<file path="config.mk">
export PLATFORM = sky130hd
export DESIGN_NAME = vm_change_scheduler
export DESIGN_NICKNAME = d
export VERILOG_FILES = /design/src/rtl/vm_pkg.sv /design/src/rtl/vm_change_plan_step.sv /design/src/rtl/vm_change_scheduler.sv
export SDC_FILE = /design/constraint.sdc
export NUM_CORES = 2
export LEC_CHECK = 0
export CAP_MARGIN = 20
export CORE_ASPECT_RATIO = 0.6
export CORE_MARGIN = 4
export CORE_UTILIZATION = 46
export CTS_CLUSTER_SIZE = 8
export DETAILED_ROUTE_END_ITERATION = 12
export GPL_ROUTABILITY_DRIVEN = 0
export PLACE_DENSITY = 0.65
export SYNTH_ARGS = -nofsm -noshare
export SYNTH_HDL_FRONTEND = slang
export SYNTH_SLANG_ARGS = --single-unit
</file>
<file path="constraint.sdc">
create_clock -name i_clk -period 18.8 [get_ports i_clk]
set_input_delay 5.64 -clock i_clk [delete_from_list [all_inputs] [get_ports i_clk]]
set_output_delay 5.64 -clock i_clk [all_outputs]
set_load 0.01 [all_outputs]
</file>
<file path="src/rtl/vm_pkg.sv">
// Shared vending-machine constants: denomination table, index names, FSM states
// and the note-value decoder also used by the order FSM.
package vm_pkg;
  localparam int NUM_DEN = 12;
  localparam int K_W     = 4;
  localparam int AMT_W   = 16;

  localparam logic [AMT_W-1:0] DEN [NUM_DEN] = '{
    16'd10000, 16'd5000, 16'd2000, 16'd1000, 16'd500, 16'd200,
    16'd100,   16'd50,   16'd25,   16'd10,   16'd5,   16'd1
  };

  localparam logic [K_W-1:0] IDX_10000 = 4'd0;
  localparam logic [K_W-1:0] IDX_5000  = 4'd1;
  localparam logic [K_W-1:0] IDX_2000  = 4'd2;
  localparam logic [K_W-1:0] IDX_1000  = 4'd3;
  localparam logic [K_W-1:0] IDX_500   = 4'd4;
  localparam logic [K_W-1:0] IDX_200   = 4'd5;
  localparam logic [K_W-1:0] IDX_100   = 4'd6;
  localparam logic [K_W-1:0] IDX_50    = 4'd7;
  localparam logic [K_W-1:0] IDX_25    = 4'd8;
  localparam logic [K_W-1:0] IDX_10    = 4'd9;
  localparam logic [K_W-1:0] IDX_5     = 4'd10;
  localparam logic [K_W-1:0] IDX_1     = 4'd11;
  localparam logic [K_W-1:0] K_ONE     = 4'd1;

  typedef enum logic [1:0] {IDLE, CHECK, DISPENSE, DONE} state_t;

  typedef struct packed {
    logic           valid;
    logic [K_W-1:0] idx;
  } note_dec_t;

  function automatic note_dec_t note_decode(input logic [AMT_W-1:0] note);
    note_dec_t d;
    d = '0;
    for (int i = 0; i < NUM_DEN; i++)
      if (note == DEN[i]) begin
        d.valid = 1'b1;
        d.idx   = K_W'(i);
      end
    return d;
  endfunction
endpackage

</file>
<file path="src/rtl/vm_change_plan_step.sv">
// One greedy planning step: how many notes of DEN[k] to take given the
// remaining amount and the stock, and what remains afterwards.
module vm_change_plan_step
  import vm_pkg::*;
#(
  parameter int CASH_WIDTH = 10
) (
  input  logic [AMT_W-1:0]      rem,
  input  logic [K_W-1:0]        k,
  input  logic [CASH_WIDTH-1:0] cnt,
  output logic [CASH_WIDTH-1:0] plan_k,
  output logic [AMT_W-1:0]      rem_next
);
  logic [AMT_W-1:0] quot;
  logic [AMT_W-1:0] den_k;

  // Constant divisors per index keep each divider a fixed-constant one.
  always_comb begin
    quot  = '0;
    den_k = '0;
    for (int i = 0; i < NUM_DEN; i++)
      if (k == K_W'(i)) begin
        quot  = rem / DEN[i];
        den_k = DEN[i];
      end
    if (quot > AMT_W'(cnt)) plan_k = cnt;
    else                    plan_k = quot[CASH_WIDTH-1:0];
    rem_next = rem - AMT_W'(AMT_W'(plan_k) * den_k);
  end
endmodule

</file>
<file path="src/rtl/vm_change_scheduler.sv">
// Change-dispensing controller: greedy plan over 12 denominations against the
// live inventory, then one note per clock, or a no-change report.
module vm_change_scheduler
  import vm_pkg::*;
#(
  parameter int CASH_WIDTH = 10,
  parameter int CASH_100   = 100,
  parameter int CASH_50    = 100,
  parameter int CASH_20    = 100,
  parameter int CASH_10    = 100,
  parameter int CASH_5     = 100,
  parameter int CASH_2     = 100,
  parameter int CASH_1     = 100,
  parameter int CASH_05    = 100,
  parameter int CASH_025   = 100,
  parameter int CASH_01    = 100,
  parameter int CASH_005   = 100,
  parameter int CASH_001   = 100
) (
  input  logic             i_clk,
  input  logic             i_rst,
  input  logic             i_start,
  input  logic [AMT_W-1:0] i_amount,
  input  logic             i_deposit,
  input  logic [AMT_W-1:0] i_note,
  output logic             o_busy,
  output logic [AMT_W-1:0] o_change,
  output logic             o_strobe_ch,
  output logic             o_done,
  output logic             o_no_change,
  output logic             o_dep_reject
);
  localparam logic [CASH_WIDTH-1:0] CNT_MAX = '1;
  localparam logic [CASH_WIDTH-1:0] ONE     = 1;
  localparam logic [NUM_DEN-1:0][CASH_WIDTH-1:0] CNT_INIT = {
    CASH_WIDTH'(CASH_001), CASH_WIDTH'(CASH_005), CASH_WIDTH'(CASH_01),
    CASH_WIDTH'(CASH_025), CASH_WIDTH'(CASH_05),  CASH_WIDTH'(CASH_1),
    CASH_WIDTH'(CASH_2),   CASH_WIDTH'(CASH_5),   CASH_WIDTH'(CASH_10),
    CASH_WIDTH'(CASH_20),  CASH_WIDTH'(CASH_50),  CASH_WIDTH'(CASH_100)
  };

  state_t                             state, state_nxt;
  logic [AMT_W-1:0]                   rem;
  logic [K_W-1:0]                     k;
  logic                               fail;
  logic [NUM_DEN-1:0][CASH_WIDTH-1:0] cnt, plan;
  logic                               dep_reject;

  logic [CASH_WIDTH-1:0] step_plan;
  logic [AMT_W-1:0]      step_rem;
  logic                  pick_vld;
  logic [K_W-1:0]        pick;
  note_dec_t             dec;
  logic                  dep_ok, dep_bad;

  vm_change_plan_step #(.CASH_WIDTH(CASH_WIDTH)) u_step (
    .rem     (rem),
    .k       (k),
    .cnt     (cnt[k]),
    .plan_k  (step_plan),
    .rem_next(step_rem)
  );

  // Lowest index with notes left = largest denomination first.
  always_comb begin
    pick_vld = 1'b0;
    pick     = '0;
    for (int i = NUM_DEN - 1; i >= 0; i--)
      if (plan[i] != '0) begin
        pick_vld = 1'b1;
        pick     = K_W'(i);
      end
  end

  assign dec     = note_decode(i_note);
  assign dep_ok  = i_deposit && state == IDLE && !i_start && dec.valid &&
                   cnt[dec.idx] != CNT_MAX;
  assign dep_bad = i_deposit && !dep_ok;

  always_ff @(posedge i_clk) begin
    if (i_rst) state <= IDLE;
    else       state <= state_nxt;
  end

  always_comb begin
    state_nxt = state;
    case (state)
      IDLE:     if (i_start) state_nxt = CHECK;
      CHECK:    if (k == IDX_1) state_nxt = (step_rem == '0) ? DISPENSE : DONE;
      DISPENSE: if (!pick_vld) state_nxt = DONE;
      DONE:     state_nxt = IDLE;
      default:  state_nxt = IDLE;
    endcase
  end

  always_comb begin
    o_busy       = state != IDLE;
    o_strobe_ch  = state == DISPENSE && pick_vld;
    o_change     = o_strobe_ch ? DEN[pick] : '0;
    o_done       = state == DONE;
    o_no_change  = state == DONE && fail;
    o_dep_reject = dep_reject;
  end

  always_ff @(posedge i_clk) begin
    if (i_rst) begin
      rem        <= '0;
      k          <= '0;
      fail       <= 1'b0;
      plan       <= '0;
      cnt        <= CNT_INIT;
      dep_reject <= 1'b0;
    end else begin
      dep_reject <= dep_bad;
      case (state)
        IDLE: begin
          if (i_start) begin
            rem  <= i_amount;
            k    <= '0;
            fail <= 1'b0;
            plan <= '0;
          end else if (dep_ok) begin
            cnt[dec.idx] <= cnt[dec.idx] + ONE;
          end
        end
        CHECK: begin
          plan[k] <= step_plan;
          rem     <= step_rem;
          if (k != IDX_1)          k    <= k + K_ONE;
          else if (step_rem != '0) fail <= 1'b1;
        end
        DISPENSE: begin
          if (pick_vld) begin
            plan[pick] <= plan[pick] - ONE;
            cnt[pick]  <= cnt[pick] - ONE;
          end
        end
        default: ;
      endcase
    end
  end
endmodule

</file>
# After elaboration in Yosys (flattened, before gate mapping)
# Memories as Yosys holds them, arrays and structs flattened.
# Cells that the tools add are included.
# word_totals
ff_bits,264
romBits,256
inputBits,36
output_inout_bits,21
word_cells,234
memories,1
# op_classes
n_addsub,5
n_mul,1
div,11
magnitude_cmp,8
n_eq_ne,37
mux,103
n_bitwise,1
n_reduce_logical,38
# memory_table
memory,words,width,rd,rd_ports_with_merged_regs,write_ports,line,source
(no name shown),16,16,1,0,0,vm_change_scheduler.sv:99,o_change = o_strobe_ch ? DEN[pick] : '0;
# op_table
cell,count
120-bit two-way mux,5
120-bit bitwise mux,4
120-bit case mux with 3 select lines,1
16-bit two-way mux,16
120-bit case mux with 2 select lines,1
14-bit two-way mux,12
10-bit binary-select mux with 4-bit select,4
10-bit demux with 4-bit select,3
10-bit nonzero test,12
10-bit two-way mux,8
5-bit two-way mux,12
4-bit two-way mux,14
16-bit case mux with 2 select lines,1
"10-bit by 1-bit subtractor with 10-bit output, second input constant",2
"2-bit != test, second input constant",9
"16-bit by 10-bit divider with 16-bit output, second input constant",1
"16-bit by 11-bit divider with 16-bit output, second input constant",1
"16-bit by 13-bit divider with 16-bit output, second input constant",1
"16-bit by 14-bit divider with 16-bit output, second input constant",1
"16-bit by 3-bit divider with 16-bit output, second input constant",1
"16-bit by 4-bit divider with 16-bit output, second input constant",1
"16-bit by 5-bit divider with 16-bit output, second input constant",1
"16-bit by 6-bit divider with 16-bit output, second input constant",1
"16-bit by 7-bit divider with 16-bit output, second input constant",1
other kinds (47),91

# Longest topological paths before layout
# depth
depth_word,21
mapped_depth,82
depth_no_buf,73

# Hierarchy
# Synthesis repeated with hierarchy kept, for this count alone.
# unflattened
cells_unflattened,4270
area_unflattened_um2,31601.6
# modules_own_cells
mod,n_inst,cells_per_inst,area_each_um2,seq_area_each_um2
vm_change_scheduler,1,2528,19615.1,5285.1
vm_change_plan_step,1,1742,11986.5,0.0

# Worst setup path after synthesis
# Ideal clock, no wire load.
# synth_path
path_kind,register to register
startpoint,reg rem[10]
endpoint,reg state[0]
setup_ns,0.134
arrival_time_ns,15.366
slack_ns,3.300
stages_incl_launch_ff,74
path_buffers,4
path_cell_list,dfxtp_1 > buf_2 > nor3b_1 > o21a_1 > o21a_1 > a2111o_1 > a32o_1 > o22ai_2 > and4b_4 > or4_4 > o2111a_1 > o22a_1 > o32ai_2 > nor2_1 > o41a_1 > o211a_1 > o311ai_2 > nand2_1 > [38 not listed] > o21ai_0 > and2_1 > o21ai_0 > nand2_1 > a21oi_1 > o21ai_0 > a21oi_1 > o21bai_1 > a21o_1 > a21oi_1 > xnor2_1 > xnor2_1 > xnor2_1 > xnor2_1 > xnor2_1 > or4_1 > a21oi_1 > a211oi_1
# synth_via
elab_chain_len,21
# synth_lines
element,line,source
"start, declared",vm_change_scheduler.sv:43,logic [AMT_W-1:0] rem;
"start signal, assigned",vm_change_scheduler.sv:118,rem <= i_amount;
"start signal, assigned",vm_change_scheduler.sv:128,rem <= step_rem;
16-bit by 14-bit divider with 16-bit output,vm_change_plan_step.sv:23,quot = rem / DEN[i];
16-bit two-way mux (12 in a row),vm_change_plan_step.sv:22,if (k == K_W'(i)) begin
16-bit by 10-bit greater-than comparator with 1-bit output,vm_change_plan_step.sv:26,if (quot > AMT_W'(cnt)) plan_k = cnt;
10-bit two-way mux,vm_change_plan_step.sv:26,
10-bit by 14-bit multiplier with 16-bit output,vm_change_plan_step.sv:28,rem_next = rem - AMT_W'(AMT_W'(plan_k) * den_k);
16-bit subtractor *,vm_change_plan_step.sv:28,
16-bit zero test *,vm_change_scheduler.sv:89,CHECK: if (k == IDX_1) state_nxt = (step_rem == '0) ? DISPENSE : DONE;
1-bit two-way mux *,vm_change_scheduler.sv:89,
2-bit two-way mux *,vm_change_scheduler.sv:89,
2-bit case mux with 4 select lines *,vm_change_scheduler.sv:87,case (state)
"end signal, assigned",vm_change_scheduler.sv:82,else state <= state_nxt;
"end, declared",vm_change_scheduler.sv:42,"state_t state, state_nxt;"
# Mark *: on every way between the ends. The rest lies on a longest branch, timed or not. The select of a mux whose other input is x is not followed.
# A chain may end at the register's enable or synchronous reset.

# Worst setup path in the final report
# layout_path
startpoint,reg rem[11]
endpoint,reg state[0]
# Same word-level chain as after synthesis.

==> metrics.yaml <==
overflow: 0
vias: 34300
crit_fanout: 20
hold_viol_final: 0
clkSlewWorstSetupHoldPaths_ns: 0.06
period_needed_ns: 17.78
insertion_delay_ns: 0.57
cts_tree: "done"
drv_slew: 0
worst_slack_ns: 1.02
synth_edf_count: 0
nNetsFinal: 4242
fin_setup_tns_ns: 0
ys_ff_latch: 264
cp_slowest_stage_delay_ns: 0.90
ys.flop_type: "dfxtp_1"
syn_to_final_growth_pct: 7.53
r2r_slack_ns: 1.02
ys_seq_area_share_pct: 17.7
crit_start: "rem[11]$_SDFFE_PP0P_"
finalClockSkew_ns: 0.0226
cts_max_path_buffers: 3
synth_area_leaders: "dfxtp_1 18%, nand2_1 7.6%, nor2_1 6.6%"
r2r_cells: 65
grt_pass1_vias: 29900
drtIter0Drc: 6214
clock-root-buffer: "clkbuf_16"
postSynthAreaPerCell_sq_um: 7.09
synth_warnings: 0
synth_top_area_share_pct: 17.7
worst_ep_arrival_time_ns: 18.20
synthArstFlopShare_pct: 0
h-tree-depth: 2
setup_viol: 0
rsz0062_at_grt: "no"
die_area_sq_um: 69200
hp-class: "reg2reg"
ys_types: 111
status: "completed"
relSlewSlack_pct: 18.7
port-buffer-count: 53
numClockSinks: 264
post_cts_buffers: 0
drcViolationCount: 0
grt_antenna_before_repair: 2
grtUsageTotal_pct: 35.2
post-route-util_pct: 49.9
synth_area_sq_um: 29900
fp.dieW_um: 337
synthCells: 4210
reg2reg_to: "state[0]$_SDFFE_PP0P_"
critPathMostFrequentCell: "xnor2_1"
hpwl_um: 90400
n_antenna_cell: 0
io_pins: 57
grt_max_degree: 79
drt-wirelength-per-cell_um: 25.9
period_share_pct: 94.6
first_pass_iters: 10
required_ns: 19.22
synth_top_cell_by_area: "dfxtp_1"
drv_cap: 0
worst_pin_slew_ns: 1.22
cts_hold_buf: 0
vias_per_cell: 7.00
end_kind: "register"
routed_wl_um: 127000
final_antenna_net_count: 0
min_delay_path_depth: 2
num_rows: 72
min_from: "cnt[82]$_SDFFE_PP1P_"
crit_path_start_kind: "register"
holdPathEnd: "cnt[82]$_SDFFE_PP1P_"
cts_buffers: 40
core_area_sq_um: 64300
critPathKind: "reg2reg"
slowest_stage: "a21oi_2"
r2r-start: "rem[11]$_SDFFE_PP0P_"
pre_cts_ws_ns: 0.873
grt_pass1_wl_um: 190000
cts.repair.resized: 0
die_h_um: 205
fmax_ghz: 0.0562
initial_core_util_pct: 46.4
drive_above_1_share_pct: 8.58
Yosys cell counts, drive strengths merged, types with 11 or more instances:
master	count
nand2	603
nor2	522
o21ai	311
clkbuf	299
a21oi	273
dfxtp	264
o22ai	185
a22oi	165
inv	129
mux2i	93
nand3	93
fa	81
ha	76
xnor2	68
buf	66
a211oi	59
mux4	59
nor3	53
a31oi	49
nor2b	48
o211ai	44
a221o	38
and3	38
nand2b	37
a221oi	36
nor4	34
or2	32
and2	31
xor2	27
mux2	26
o221ai	25
a21o	24
nand4	20
or3	20
a311oi	18
o21a	16
nor3b	13
o31ai	13
and3b	12
or4	12
a41o	11
nand3b	11
worst max path at each step:
| stage | slack (ns) | cells past startpoint | endpoint |
|---|---|---|---|
| 2_1_floorplan | 3.30 | 73 | state[0]$_SDFFE_PP0P_ |
| 3_3_place_gp | 1.24 | 65 | state[0]$_SDFFE_PP0P_ |
| 3_5_place_dp | 0.87 | 64 | state[0]$_SDFFE_PP0P_ |
| 4_1_cts | 0.81 | 64 | state[0]$_SDFFE_PP0P_ |
| 5_1_grt | 0.06 | 71 | state[0]$_SDFFE_PP0P_ |
| 6_report | 1.02 | 65 | state[0]$_SDFFE_PP0P_ |
final cells by class:
class | count | area [sq um]
repair buffers | 160 | 1330
multi-input cells | 3446 | 22800
clock buffers | 44 | 1070
fillers | 6370 | 32200
inverters | 137 | 514
well taps | 851 | 1060
flip-flops and latches | 264 | 5300
clock inverters | 4 | 83.8
cells in the final DEF (no fill, tap or decap), types with 34 or more instances in the layout:
cell type	instances
nor2b_1	48
nand3_1	92
ha_1	74
nor2_1	518
clkdlybuf4s50_1	52
a221o_1	38
o22ai_1	182
xnor2_1	68
dfxtp_1	258
and3_1	38
nor3_1	50
inv_1	126
mux2i_1	89
nand2_1	599
o21ai_0	295
a221oi_1	34
fa_1	81
clkbuf_16	42
mux4_2	59
a21oi_1	267
a31oi_1	48
buf_4	106
o211ai_1	42
nand2b_1	37
nor4_1	34
a22oi_1	165
a211oi_1	57
critical path: cells and delay by family, from the launching register on:
family	cells	cell delay, ns
AOI/OAI and AO/OA	33	8.62
xor gates and xnor gates	6	1.03
adders and majority gates	8	3.44
buffers and inverters	5	1.19
DFF	1	0.75
and+or+nand+nor	13	2.61
registers in the layout, indices dropped and copies added, names as in the netlist:
signal	count
cnt	120
plan	120
rem	16
k	4
state	2
fail	1
o_dep_reject	1
metal layers:
| metal | vias up | GRT usage, % | share of wire [%] |
|---|---|---|---|
| li1 | 15100 | - | - |
| met2 | 2942 | 42.5 | 35 |
| met4 | 6 | 8.24 | 2.6 |
| met1 | 16000 | 54.1 | 43 |
| met3 | 283 | 16.7 | 19 |
| met5 | - | 0 | 0.041 |
kinds of logic after synthesis:
family / after synthesis / synth area share (%)
other: 1 / 0.0126
adders and majority gates: 167 / 8.95
xor gates and xnor gates: 95 / 2.79
and+or+nand+nor: 1592 / 23.8
buffers and inverters: 502 / 6.64
muxes: 178 / 8.56
DFF: 264 / 17.7
AOI/OAI and AO/OA: 1411 / 31.6
through the flow:
stage	cells	area (sq um)	hold slack, ns
after floorplan	4212	29900	0.428
after global placement	4853	30900	0.467
after detailed placement	4853	30900	0.472
after CTS	4901	32000	0.479
after global routing	4906	32100	0.495
final	4906	32100	0.480
Power is left out: the tool's default activity adds up to more than one toggle a clock period on the data nets, which glitch-free logic cannot reach.
